[config.mk]
export PLATFORM = sky130hd
export DESIGN_NAME = mult_div_unit
export DESIGN_NICKNAME = d
export VERILOG_FILES = /design/src/rtl/mult_div_unit.sv
export SDC_FILE = /design/constraint.sdc
export NUM_CORES = 1
export LEC_CHECK = 0
export ABC_AREA = 0
export CAP_MARGIN = 5
export CORE_UTILIZATION = 40
export CTS_BUF_LIST = sky130_fd_sc_hd__clkbuf_4
export DETAILED_ROUTE_END_ITERATION = 8
export DONT_BUFFER_PORTS = 1
export PLACE_DENSITY_LB_ADDON = 0.1
export REMOVE_ABC_BUFFERS = 1
export SYNTH_ARGS = -nofsm -noshare
export SYNTH_HDL_FRONTEND = slang
export SYNTH_SLANG_ARGS = --single-unit
[constraint.sdc]
create_clock -name clk -period 4.6 [get_ports clk]
set_input_delay 0.46 -clock clk [delete_from_list [all_inputs] [get_ports clk]]
set_output_delay 0.46 -clock clk [all_outputs]
set_load 0.03 [all_outputs]
[src/rtl/mult_div_unit.sv]
// rtl/mult_div_unit.sv - iterative radix-2 multiply/divide unit with HI/LO registers
module mult_div_unit #(
    parameter int ITER = 32
) (
    input  logic        clk,
    input  logic        rst_n,
    input  logic        start,
    input  logic [2:0]  op,
    input  logic [31:0] a,
    input  logic [31:0] b,
    input  logic        cancel,
    output logic [31:0] hi,
    output logic [31:0] lo,
    output logic        busy,
    output logic        done,
    output logic        stall
);

    localparam int CW = $clog2(ITER);

    typedef enum logic [1:0] {IDLE, CALC, FIX} state_t;

    state_t        state, state_nx;
    logic [CW-1:0] cnt;
    logic [63:0]   acc;      // mul: {partial product, multiplier}; div: {remainder, quotient}
    logic [31:0]   mcand;    // multiplicand or divisor magnitude
    logic          is_div;
    logic          neg_res;  // product / quotient must be negated
    logic          neg_rem;  // remainder takes the dividend's sign
    logic          div0;

    logic          md_start;
    logic          sgn;
    logic [31:0]   abs_a, abs_b;
    logic [32:0]   mul_sum;
    logic [63:0]   mul_next;
    logic [32:0]   div_shift;
    logic [32:0]   div_diff;
    logic [63:0]   div_next;
    logic [63:0]   prod_fix;
    logic [31:0]   quot_fix, rem_fix;

    assign md_start = start && !op[2];
    assign sgn      = !op[0];
    assign abs_a    = (sgn && a[31]) ? -a : a;
    assign abs_b    = (sgn && b[31]) ? -b : b;

    // One radix-2 step for each datapath, plus final sign correction
    always_comb begin
        mul_sum   = {1'b0, acc[63:32]} + (acc[0] ? {1'b0, mcand} : 33'd0);
        mul_next  = {mul_sum, acc[31:1]};
        div_shift = acc[63:31];
        div_diff  = div_shift - {1'b0, mcand};
        if (div_shift >= {1'b0, mcand})
            div_next = {div_diff[31:0], acc[30:0], 1'b1};
        else
            div_next = {acc[62:0], 1'b0};
        prod_fix  = neg_res ? -acc : acc;
        // a zero divisor keeps the all-ones quotient regardless of operand signs
        quot_fix  = (neg_res && !div0) ? -acc[31:0] : acc[31:0];
        rem_fix   = neg_rem ? -acc[63:32] : acc[63:32];
    end

    // State register
    always_ff @(posedge clk or negedge rst_n) begin
        if (!rst_n)
            state <= IDLE;
        else
            state <= state_nx;
    end

    // Next-state logic; cancel overrides every transition
    always_comb begin
        state_nx = state;
        case (state)
            IDLE: if (md_start && !cancel) state_nx = CALC;
            CALC: if (cancel) state_nx = IDLE;
                  else if (cnt == CW'(ITER - 1)) state_nx = FIX;
            FIX:  state_nx = IDLE;
            default: state_nx = IDLE;
        endcase
    end

    // Status outputs derived from the registered state
    always_comb begin
        busy  = (state != IDLE);
        stall = busy || md_start;
    end

    // Datapath, HI/LO and done pulse
    always_ff @(posedge clk or negedge rst_n) begin
        if (!rst_n) begin
            hi      <= '0;
            lo      <= '0;
            done    <= 1'b0;
            cnt     <= '0;
            acc     <= '0;
            mcand   <= '0;
            is_div  <= 1'b0;
            neg_res <= 1'b0;
            neg_rem <= 1'b0;
            div0    <= 1'b0;
        end else begin
            done <= 1'b0;
            case (state)
                IDLE: begin
                    if (start && !cancel) begin
                        if (md_start) begin
                            cnt     <= '0;
                            is_div  <= op[1];
                            neg_res <= sgn && (a[31] ^ b[31]);
                            neg_rem <= sgn && a[31];
                            div0    <= (b == 32'd0);
                            if (op[1]) begin
                                acc   <= {32'd0, abs_a};
                                mcand <= abs_b;
                            end else begin
                                acc   <= {32'd0, abs_b};
                                mcand <= abs_a;
                            end
                        end else if (op == 3'b100) begin
                            hi <= a;
                        end else if (op == 3'b101) begin
                            lo <= a;
                        end
                    end
                end
                CALC: begin
                    if (!cancel) begin
                        acc <= is_div ? div_next : mul_next;
                        cnt <= cnt + 1'b1;
                    end
                end
                FIX: begin
                    if (!cancel) begin
                        if (is_div) begin
                            hi <= rem_fix;
                            lo <= quot_fix;
                        end else begin
                            hi <= prod_fix[63:32];
                            lo <= prod_fix[31:0];
                        end
                        done <= 1'b1;
                    end
                end
                default: ;
            endcase
        end
    end

endmodule
==> results.yml, run 1 <==
drt:
  routed-via-count: 14100
  drt-pass1-iter-count: 6
  routed_wirelength_um: 52400
  drtIter0Drc: 1268
  route.met2.wl_um: 23800
  ant_nets: 0
  wl_met3_um: 3410
  drc: 0
  highest_layer: "met5"
  routed_via_density: 6.02
  wl_met1_um: 23800
  wl_per_cell_um: 22.4
timing:
  setup_viol: 0
  slew_violations: 0
  max_slew_margin_pct: 27.9
  rsz0062_at_grt: "false"
  max_freq_mhz: 251
  setup_tns_ns: 0
  fin_crit_ns: 3.99
  hold_viol_final: 0
  layout_setup_ws_ns: 0.614
  worstMarginPinSlew_ns: 1.08
  clock_skew_ns: 0.0422
  post-route-period-util_pct: 86.7
worst_setup_path:
  cp.arrival_ns: 4.48
  r2r_cells: 10
  r2r-start: "acc[8]"
  cp-end-kind: "register"
  cp_max_fo: 13
  cp-start-kind: "register"
  rr_endpoint: "hi[23]"
  critPathKind: "register to register"
  reg2reg_slack_ns: 0.61
  critical_path_required_ns: 5.09
global_routing:
  grtUsageTotal_pct: 27.6
  antenna_found_initial: 2
  grt_max_degree: 173
  overflow: 0
  grt_first_pass_wirelength_um: 80300
  grt_pass1_vias: 13300
synthesis:
  yosys_warnings: 0
  yosys.cell_types.count: 76
  syn_area_um2: 14700
  synth_area_leader_cell: "dfrtp_1"
  synth_area_leaders: "dfrtp_1 (29%), a21oi_1 (8.1%), o21ai_0 (6.4%)"
  synth_area_per_cell_um2: 7.64
  ys.flop_type: "dfrtp_1"
  synth_top_area_share_pct: 29.2
  synth_seq_area_share_pct: 29.2
  synthCells: 1928
  async_flop_share_pct: 100
  synth-seq-cells: 172
  synth-edff-count: 0
placement:
  port_buffers: 0
  post-place-ws_ns: 0.712
  finalWeightedCongestion: 0.928
  place_inst: 2301
  dp_hpwl_um: 38600
cts:
  insertion_delay_ns: 0.64
  clkSinkCount: 172
  htreeDepth: 4
  cts.path.max_buffers: 2
  cts_setup_buffers: 0
  post_cts_resized: 0
  cts_buffers: 17
  cts_tree: "yes"
  cts_root_buffer: "clkbuf_4"
  clk_pin_slew_worst_paths_ns: 0.17
  cts_hold_buffers: 9
power_and_ir_drop:
  p_leak_nw: 6.80
  power_density_nw_per_um2: 577
  ir_drop_uv: 259
final_layout:
  n_fill_cell: 3765
  layout_common_cells: "a21oi_1 (238), nor2_1 (228), nand2_1 (204), o21ai_0 (189), dfrtp_1 (171)"
  instances_no_fill: 2342
  final_common_cell: "a21oi_1"
  syn2layout_area_growth_pct: 5.17
  drive_above_1_share_pct: 4.95
  final_nets: 2011
  post-route-util_pct: 43.1
run_status:
  status: "finished, final reports clean"
floorplanning:
  core_um2: 35900
  pin_count: 138
  die_h_um: 194
  fp-row-count: 69
  die_area_um2: 37600
  start_util_pct: 41.0
  dieWidth_um: 194
run:
  maxCapViolCount: 0
hold_path:
  worstHoldStart: "op[1]"
  whs_path_depth: 2
  hold_class: "primary input to register"
  min_delay_worst_endpoint: "is_div"
==> kinds of logic after synthesis <==
family,count (synthesis),synth area share (%)
DFF,172,29.2
xor gates and xnor gates,174,10.4
AOI/OAI and AO/OA,640,26.0
muxes,55,3.78
adders and majority gates,72,6.22
buffers and inverters,175,4.51
and+or+nand+nor,640,19.9
==> metal layers <==
metal	up-vias	track usage, %
met5	-	0
met4	2	7.61
met3	72	4.51
met2	506	44.9
met1	6786	37.7
li1	6730	-
==> worst max path at each step <==
stage | slack [ns] | depth (start not counted) | to | startpoint
after global placement | 0.76 | 9 | hi[3] | acc[8]
after floorplan | 0.007 | 5 | hi[1] | state[0]
after global routing | 0.30 | 13 | acc[61] | acc[0]
after CTS | 0.66 | 9 | hi[3] | acc[9]
after detailed placement | 0.71 | 14 | acc[58] | acc[0]
final | 0.61 | 10 | hi[23] | acc[8]
==> synth_stat cells, drive strengths merged, types with 5 or more instances <==
cell type	number
a211oi	9
a21boi	8
a21o	36
a21oi	239
a22oi	16
a31oi	14
and2	15
and3	12
buf	9
clkbuf	107
dfrtp	172
ha	70
inv	59
mux2	5
mux2i	50
nand2	204
nand2b	25
nand3	26
nand4	15
nor2	231
nor2b	13
nor3	37
nor4	8
o211ai	18
o21a	8
o21ai	191
o21bai	12
o221ai	7
o31ai	28
o41ai	13
or3	22
or4	13
xnor2	95
xor2	79
==> power breakdown <==
group	leakage, nW	switching (W)	internal [W]	total [W]
combinational	4.51	0.00307	0.00212	0.00519
sequential	2.16	0.000923	0.00190	0.00283
clock	0.128	0.000681	0.000232	0.000913
==> worst max-delay path, stage by stage (launching register included) <==
cell	delay, ns
dfrtp_1	0.48
nor4_1	0.57
nand4_1	0.30
or4_1	0.61
or4_4	0.51
nor4b_4	0.48
nor2_2	0.28
a21oi_1	0.22
xnor2_1	0.09
a21oi_1	0.22
o21ai_0	0.11
==> per-stage QoR <==
step | hold WS, ns | cell area, µm² | total power [W]
global placement | 0.181 | 15100 | 0.00788
floorplan | 0.164 | 14300 | 0.00646
global route | 0.0192 | 15500 | 0.00960
finish | 0.0337 | 15500 | 0.00893
CTS | 0.000752 | 15500 | 0.00889
detailed placement | 0.182 | 15100 | 0.00791
==> area by class of cell <==
| type | count | area [µm²] | share of cell area, % |
|---|---|---|---|
| clock buffers | 17 | 128 | 0.824 |
| well taps | 461 | 577 | 3.73 |
| flip-flops and latches | 172 | 4310 | 27.8 |
| inverters | 59 | 221 | 1.43 |
| multi-input cells | 1581 | 9790 | 63.3 |
| repair buffers | 37 | 330 | 2.13 |
| diodes | 1 | 2.50 | 0.0162 |
| clock inverters | 14 | 125 | 0.808 |
==> state kept, by name (all words and copies together) (netlist names), 2 cells and up <==
name	flops
acc	64
cnt	5
hi	32
lo	32
mcand	32
state	2
No activity file was read; power rests on OpenSTA's default activity.
==> run 2: changes to the inputs <==
ABC_CLOCK_PERIOD_IN_PS = 4600   (was not set)
==> results of run 2 <==
Same layout as run 1: the final DEF is identical, and so are final timing and power.
